[src/rtl/i2s_transmitter.sv]
// Philips I2S serializer for the synthesizer's 32-bit stereo word.
// One-sample holding buffer, per-frame sample request, sticky status flags.
module i2s_transmitter #(
  parameter int BCLK_DIV = 4
) (
  input  logic        MasterCLK,
  input  logic        Reset,
  input  logic        Enable,
  input  logic [31:0] InputData,
  input  logic        DataValid,
  input  logic        ClearStatus,
  output logic        SampleRequest,
  output logic        BCLK,
  output logic        LRCLK,
  output logic        SDATA,
  output logic        Underrun,
  output logic        Overrun
);

  localparam int DW = (BCLK_DIV > 1) ? $clog2(BCLK_DIV) : 1;

  localparam logic [0:0] IDLE = 1'b0;
  localparam logic [0:0] RUN  = 1'b1;

  logic [0:0]    r_state;
  logic [DW-1:0] r_div_cnt;
  logic [5:0]    r_bit_cnt;
  logic          r_bclk;
  logic          r_lrclk;
  logic [63:0]   r_frame;
  logic [31:0]   r_hold;
  logic          r_full;
  logic          r_under;
  logic          r_over;
  logic          r_sreq;

  logic          w_tick;
  logic          w_fall;
  logic          w_end;
  logic          w_load;
  logic          w_stop;
  logic [5:0]    w_nxt_bit;
  logic [63:0]   w_new_frame;

  assign w_tick    = (r_state == RUN) &&
                     (r_div_cnt == DW'(BCLK_DIV - 1));
  assign w_fall    = w_tick && r_bclk;
  assign w_end     = w_fall && (r_bit_cnt == 6'd63);
  assign w_load    = ((r_state == IDLE) || w_end) && Enable;
  assign w_stop    = w_end && !Enable;
  assign w_nxt_bit = r_bit_cnt + 6'd1;

  // Each 32-bit slot: one delay bit, 16 data bits, then zero padding.
  assign w_new_frame = r_full ?
    {1'b0, r_hold[31:16], 16'h0000, r_hold[15:0], 15'h0000} :
    64'd0;

  always_ff @(posedge MasterCLK or negedge Reset) begin
    if (!Reset) begin
      r_hold  <= '0;
      r_full  <= 1'b0;
      r_under <= 1'b0;
      r_over  <= 1'b0;
      r_sreq  <= 1'b0;
    end else begin
      r_sreq <= w_load;
      if (DataValid)
        r_hold <= InputData;
      if (DataValid)
        r_full <= 1'b1;
      else if (w_load)
        r_full <= 1'b0;
      // A word arriving with a load is not an overrun: the load drains the old one.
      if (DataValid && r_full && !w_load)
        r_over <= 1'b1;
      else if (ClearStatus)
        r_over <= 1'b0;
      if (w_load && !r_full)
        r_under <= 1'b1;
      else if (ClearStatus)
        r_under <= 1'b0;
    end
  end

  always_ff @(posedge MasterCLK or negedge Reset) begin
    if (!Reset) begin
      r_state   <= IDLE;
      r_div_cnt <= '0;
      r_bit_cnt <= '0;
      r_bclk    <= 1'b0;
      r_lrclk   <= 1'b0;
      r_frame   <= '0;
    end else if (w_load) begin
      r_state   <= RUN;
      r_div_cnt <= '0;
      r_bit_cnt <= '0;
      r_bclk    <= 1'b0;
      r_lrclk   <= 1'b0;
      r_frame   <= w_new_frame;
    end else if (w_stop) begin
      r_state   <= IDLE;
      r_div_cnt <= '0;
      r_bclk    <= 1'b0;
      r_lrclk   <= 1'b0;
      r_frame   <= '0;
    end else if (r_state == RUN) begin
      if (w_tick) begin
        r_div_cnt <= '0;
        r_bclk    <= ~r_bclk;
        if (w_fall) begin
          r_bit_cnt <= w_nxt_bit;
          r_frame   <= {r_frame[62:0], 1'b0};
          r_lrclk   <= w_nxt_bit[5];
        end
      end else begin
        r_div_cnt <= r_div_cnt + DW'(1);
      end
    end
  end

  assign SampleRequest = r_sreq;
  assign BCLK          = r_bclk;
  assign LRCLK         = r_lrclk;
  assign SDATA         = r_frame[63];
  assign Underrun      = r_under;
  assign Overrun       = r_over;

endmodule

[config.mk]
export PLATFORM = sky130hd
export DESIGN_NAME = i2s_transmitter
export DESIGN_NICKNAME = d
export VERILOG_FILES = /design/src/rtl/i2s_transmitter.sv
export SDC_FILE = /design/constraint.sdc
export NUM_CORES = 1
export LEC_CHECK = 0
export ABC_AREA = 1
export CORE_MARGIN = 1
export CORE_UTILIZATION = 25
export DETAILED_ROUTE_END_ITERATION = 8
export HOLD_SLACK_MARGIN = 0.1
export PLACE_DENSITY = 0.49
export SYNTH_ARGS = -nofsm -noshare
export SYNTH_HDL_FRONTEND = slang
export SYNTH_SLANG_ARGS = --single-unit
[constraint.sdc]
create_clock -name MasterCLK -period 1.75 [get_ports MasterCLK]
set_input_delay 0.35 -clock MasterCLK [delete_from_list [all_inputs] [get_ports MasterCLK]]
set_output_delay 0.35 -clock MasterCLK [all_outputs]
set_load 0.005 [all_outputs]
# Yosys cells after proc, flatten, opt, wreduce, memory -nomap -nowiden
# Cells that the tools add are included.
# totals
out_inout_bits	6
input_bits	37
regBits	111
# op_classes
n_eq_ne	3
mux	31
bitwise	2
reduce_logical	25
addsub	2
# op_table
cell	n
$mux 64	5
$mux 63	1
$mux 6	5
$mux 1	16
$reduce_bool 2->1	7
$reduce_bool 3->1	3
$logic_and 1x1->1	8
$mux 2	4
$add 6x1->6 const B	1
$eq 6x6->1 const B	1
$reduce_and 4->1	1
$logic_not 1->1	3
$reduce_and 3->1	1
$add 2x1->2 const B	1
$eq 2x2->1 const B	1
$ne 2x2->1 const B	1
$not 1->1	2
$reduce_and 2->1	1
$logic_or 1x1->1	1

# Depth between registers and ports, before layout
# depth
depth_word	9
ltp_mapped	9
mapped_depth_nobuf	9

# Least setup slack after synthesis
# Ideal clock, no wire load.
# synth_timing
path_kind	flip-flop to flip-flop
from	register r_bit_cnt[0]
to	register r_frame[38]
path_slack_ns	0.344
t_arrival_ns	1.334
path_buffers	1
stages_incl_launch_ff	10
t_required_ns	1.678
cell_sequence	dfrtp_1 > ha_1 > nand2_1 > inv_1 > nand2_1 > nor2_1 > nor2_4 > buf_1 > o21ai_0 > nor2_1
# synth_via
elab_chain_cells	6
elab_cells_between_ends	11
# synth_lines
element	line	text
from (decl)	27	logic [5:0] r_bit_cnt;
from (signal assigned)	111	r_bit_cnt <= w_nxt_bit;
$eq 6x6->1 *	48	assign w_end = w_fall && (r_bit_cnt == 6'd63);
$logic_and 1x1->1 *	48	
$logic_or 1x1->1	49	assign w_load = ((r_state == IDLE) || w_end) && Enable;
$logic_and 1x1->1	49	
$reduce_bool 3->1 (no line)	n/a	
$reduce_and 3->1 (no line)	n/a	
to (signal assigned)	99	r_frame <= w_new_frame;
to (signal assigned)	112	r_frame <= {r_frame[62:0], 1'b0};
to (decl)	30	logic [63:0] r_frame;
# Mark *: on every way between the ends. The rest lies on a longest branch, timed or not.
# A chain may end at the register's enable or synchronous reset.

# Worst setup path after layout
# layout_timing
from	register r_under (netlist: Underrun)
to	output port Underrun
# layout_lines
element	line	text
from (decl)	33	logic r_under;
from (signal assigned)	62	r_under <= 1'b0;
from (signal assigned)	79	r_under <= 1'b1;
from (signal assigned)	81	r_under <= 1'b0;
to (decl)	16	output logic Underrun,
# No word-level cell between the ends.

==> flow_summary.ini <==
[route]
ant_nets = 0
num_vias = 3246
wirelength_microns = 9320
wire_per_inst_microns = 12.6
drtPass1Iterations = 4
drc = 0
via_per_inst = 4.40
drt_iter0_markers = 240

[grt]
use_met3 = 0.0318
overflow = 0
met2_usage = 0.181
use_met1 = 0.133
grt_pass1_vias = 3261
track_usage = 0.109
grt_max_degree = 52
busiest_layer = met2
grt_pass1_wl_microns = 15700
antenna_found_initial = 0

[synthesis]
synthesis.nets = 512
synthAdderAreaFrac = 0.00564
synth.most_common_cell = dfrtp_1
synth.avg_cell_area_sq_um = 9.39
yosysTopAreaCellShare = 0.541
netlist_area_sq_mm = 0.00444
seq_area_frac_synth = 0.541
synth-compound-area-share = 0.112
yosysWarnings = 0
synth_common_cells = 96 x dfrtp_1, 71 x nor2_1, 52 x nand2_1
synth_cells = 473
synth_xor_area_frac = 0.00197
synth_cell_types = 29
ys_ff_latch = 96
synth-edff-count = 0
synth_top_area_cell = dfrtp_1
synthSimpleGateAreaFrac = 0.172
ys_async_sr_fraction = 1.00
synthMuxAreaShare = 0.0811
synth_area_leaders = dfrtp_1 54%, mux2_2 8.1%, nor2_1 6.0%, o21ai_0 5.5%, nand2_1 4.4%
synth-main-ff-cell = dfrtp_1
synth_top_family_by_area = simple AND/OR/NAND/NOR gates

[timing]
finalHoldViolCount = 0
fmax_mhz = 616
final.min_clock_period_ns = 1.62
hold-worst-slack_ns = 0.418
slew_headroom = 0.745
setup_viol_count_final = 0
rsz0062_at_grt = false
setup_tns_ns = 0
clock_skew_ns = 0.00514
finalMaxSlewViolations = 0
worstMarginPinSlew_ns = 0.383
timing.final.crit_share = 0.927

[setup_path]
cp-end-kind = output pin
crit_chain = clkdlybuf4s50_1
path_class = flip-flop to output pin
cp.required_ns = 1.40
slowest_stage = clkdlybuf4s50_1
worst-path-buf-inv = 1
cpPeakStageDelay_ns = 0.53
cp.arrival_ns = 1.27
path_max_fanout = 2
critical_path.top_delay_family = buffers and inverters
worstSetupStartpointType = flip-flop

[die]
dieHeight_microns = 135
io_pins = 43
core.rowCount = 48
coreArea_sq_mm = 0.0173
die_w_microns = 135
die_area_sq_mm = 0.0183
start_util = 0.257

[clocking]
cts_inserted_buffers = 9
insertion_delay_ns = 0.35
clkSinkCount = 96
cts_buffer_depth = 2
cts.htree.levels = 3
cts_tree = done
cts-root-buf = clkbuf_16
post_cts_buffers = 0
clk_pin_slew_worst_paths_ns = 0.07

[power_and_ir_drop]
p_leak_uw = 0.00238
power_density_mw_per_mm2 = 1290
irDropWorstVdd_mv = 0.508
power_uw = 7040

[place]
hpwlAfterDp_microns = 5940
port_buffers = 42
dp_cells = 720
place_congestion = 0.707

[min_path]
hp-class = input pin to async pin

[finish]
final_net_count = 547
fin_cells = 737
num-fill-cells = 1784
antennaDiodeCount = 0
drive_above_1_share = 0.162
syn_to_final_growth_pct = 22.7

[job]
timing.max_cap.violations = 0

[status]
status = finished, final reports clean
-- flip-flops by register name, summed over array words and instances (netlist names) --
register,flops
r_frame,49
r_hold,32
r_bit_cnt,6
r_div_cnt,2
BCLK,1
LRCLK,1
Overrun,1
SampleRequest,1
Underrun,1
r_full,1
r_state,1
-- where the power goes --
group	leakage, uW	internal, uW	switching (uW)
sequential	0.00107	2870	351
clock	0.000149	1250	867
combinational	0.00116	766	933
total	0.00238	4890	2150
-- kinds of logic (layout without fill, tap and decap cells) --
| family | after synthesis | in the layout |
|---|---|---|
| XOR/XNOR | 1 | 1 |
| flip-flops | 96 | 96 |
| buffers and inverters | 78 | 116 |
| adder cells (fa/ha/maj) | 2 | 2 |
| multiplexers | 32 | 32 |
| AND/OR/NAND/NOR | 173 | 174 |
| AO/OA/AOI/OAI | 91 | 91 |
-- repair_timing --
action	4_1_cts	5_1_grt
resized for setup	1	2
pin swaps	0	1
gates cloned	0	1
hold endpoints to repair	16	0
hold buffers	1	0
endpoints found under the setup margin	5	6
-- path summary, 6_finish.rpt --
check,from,to,slack [ns],cells past startpoint
setup / recovery,Underrun,Underrun,0.13,1
hold / removal,Reset,r_hold[30],0.42,2
setup reg to reg,r_bit_cnt[1],r_frame[48],0.15,9
hold reg to reg,r_div_cnt[1],r_div_cnt[1],0.50,2
max in group asynchronous,Reset,r_frame[39],0.68,3
min in group MasterCLK,r_div_cnt[1],r_div_cnt[1],0.50,2
-- metrics by stage --
stage               utilization  setup WS (ns)  instance area (sq um)
floorplan                     -          0.344                   4440
global route              0.315         0.0258                   5450
detailed placement        0.295        -0.0381                   5090
finish                    0.315          0.127                   5450
CTS                       0.314         0.0701                   5430
global placement          0.295        -0.0286                   5090
-- cell type report --
type,count,area (sq um),share of cell area
sequential,96,2400,0.441
multi-input combinational,300,1680,0.309
timing repair buffer,54,586,0.107
tap,225,282,0.0517
clock buffer,9,225,0.0413
inverter,47,179,0.0328
clock inverter,6,92.6,0.0170
-- layout by cell type, fill, tap and decap left out --
master           synthesis  routed
o21ai_1                  4       4
inv_1                   44      44
mux2_2                  32      32
a21oi_1                 28      28
clkdlybuf4s50_1          0      41
nand2_2                  3       2
nand3_2                  2       2
ha_1                     2       1
xor2_1                   1       1
inv_4                    1       1
a21oi_2                  7       7
nor2_4                   4       4
buf_4                    4       6
bufinv_16                0       2
o22ai_1                  1       1
inv_2                    2       2
inv_6                    0       2
nor2_1                  71      71
nand3_1                 37      37
clkbuf_16                0       9
dlygate4sd3_1            0       1
buf_12                   0       6
o21ai_0                 49      49
nand2_8                  0       1
o21ai_4                  1       1
a21o_1                   1       1
nand2_4                  2       3
nand4_1                  2       2
nand2_1                 52      52
dfrtp_1                 96      96
ha_2                     0       1
clkinvlp_4               0       2
-- layer usage --
metal,share of wire,wire (microns),up-vias
met4,0.011,104,0
met1,0.47,4390,1588
met5,0,0,-
met3,0.038,355,11
li1,-,-,1603
met2,0.48,4470,44
Note: power is estimated with default switching activity, not from simulation.
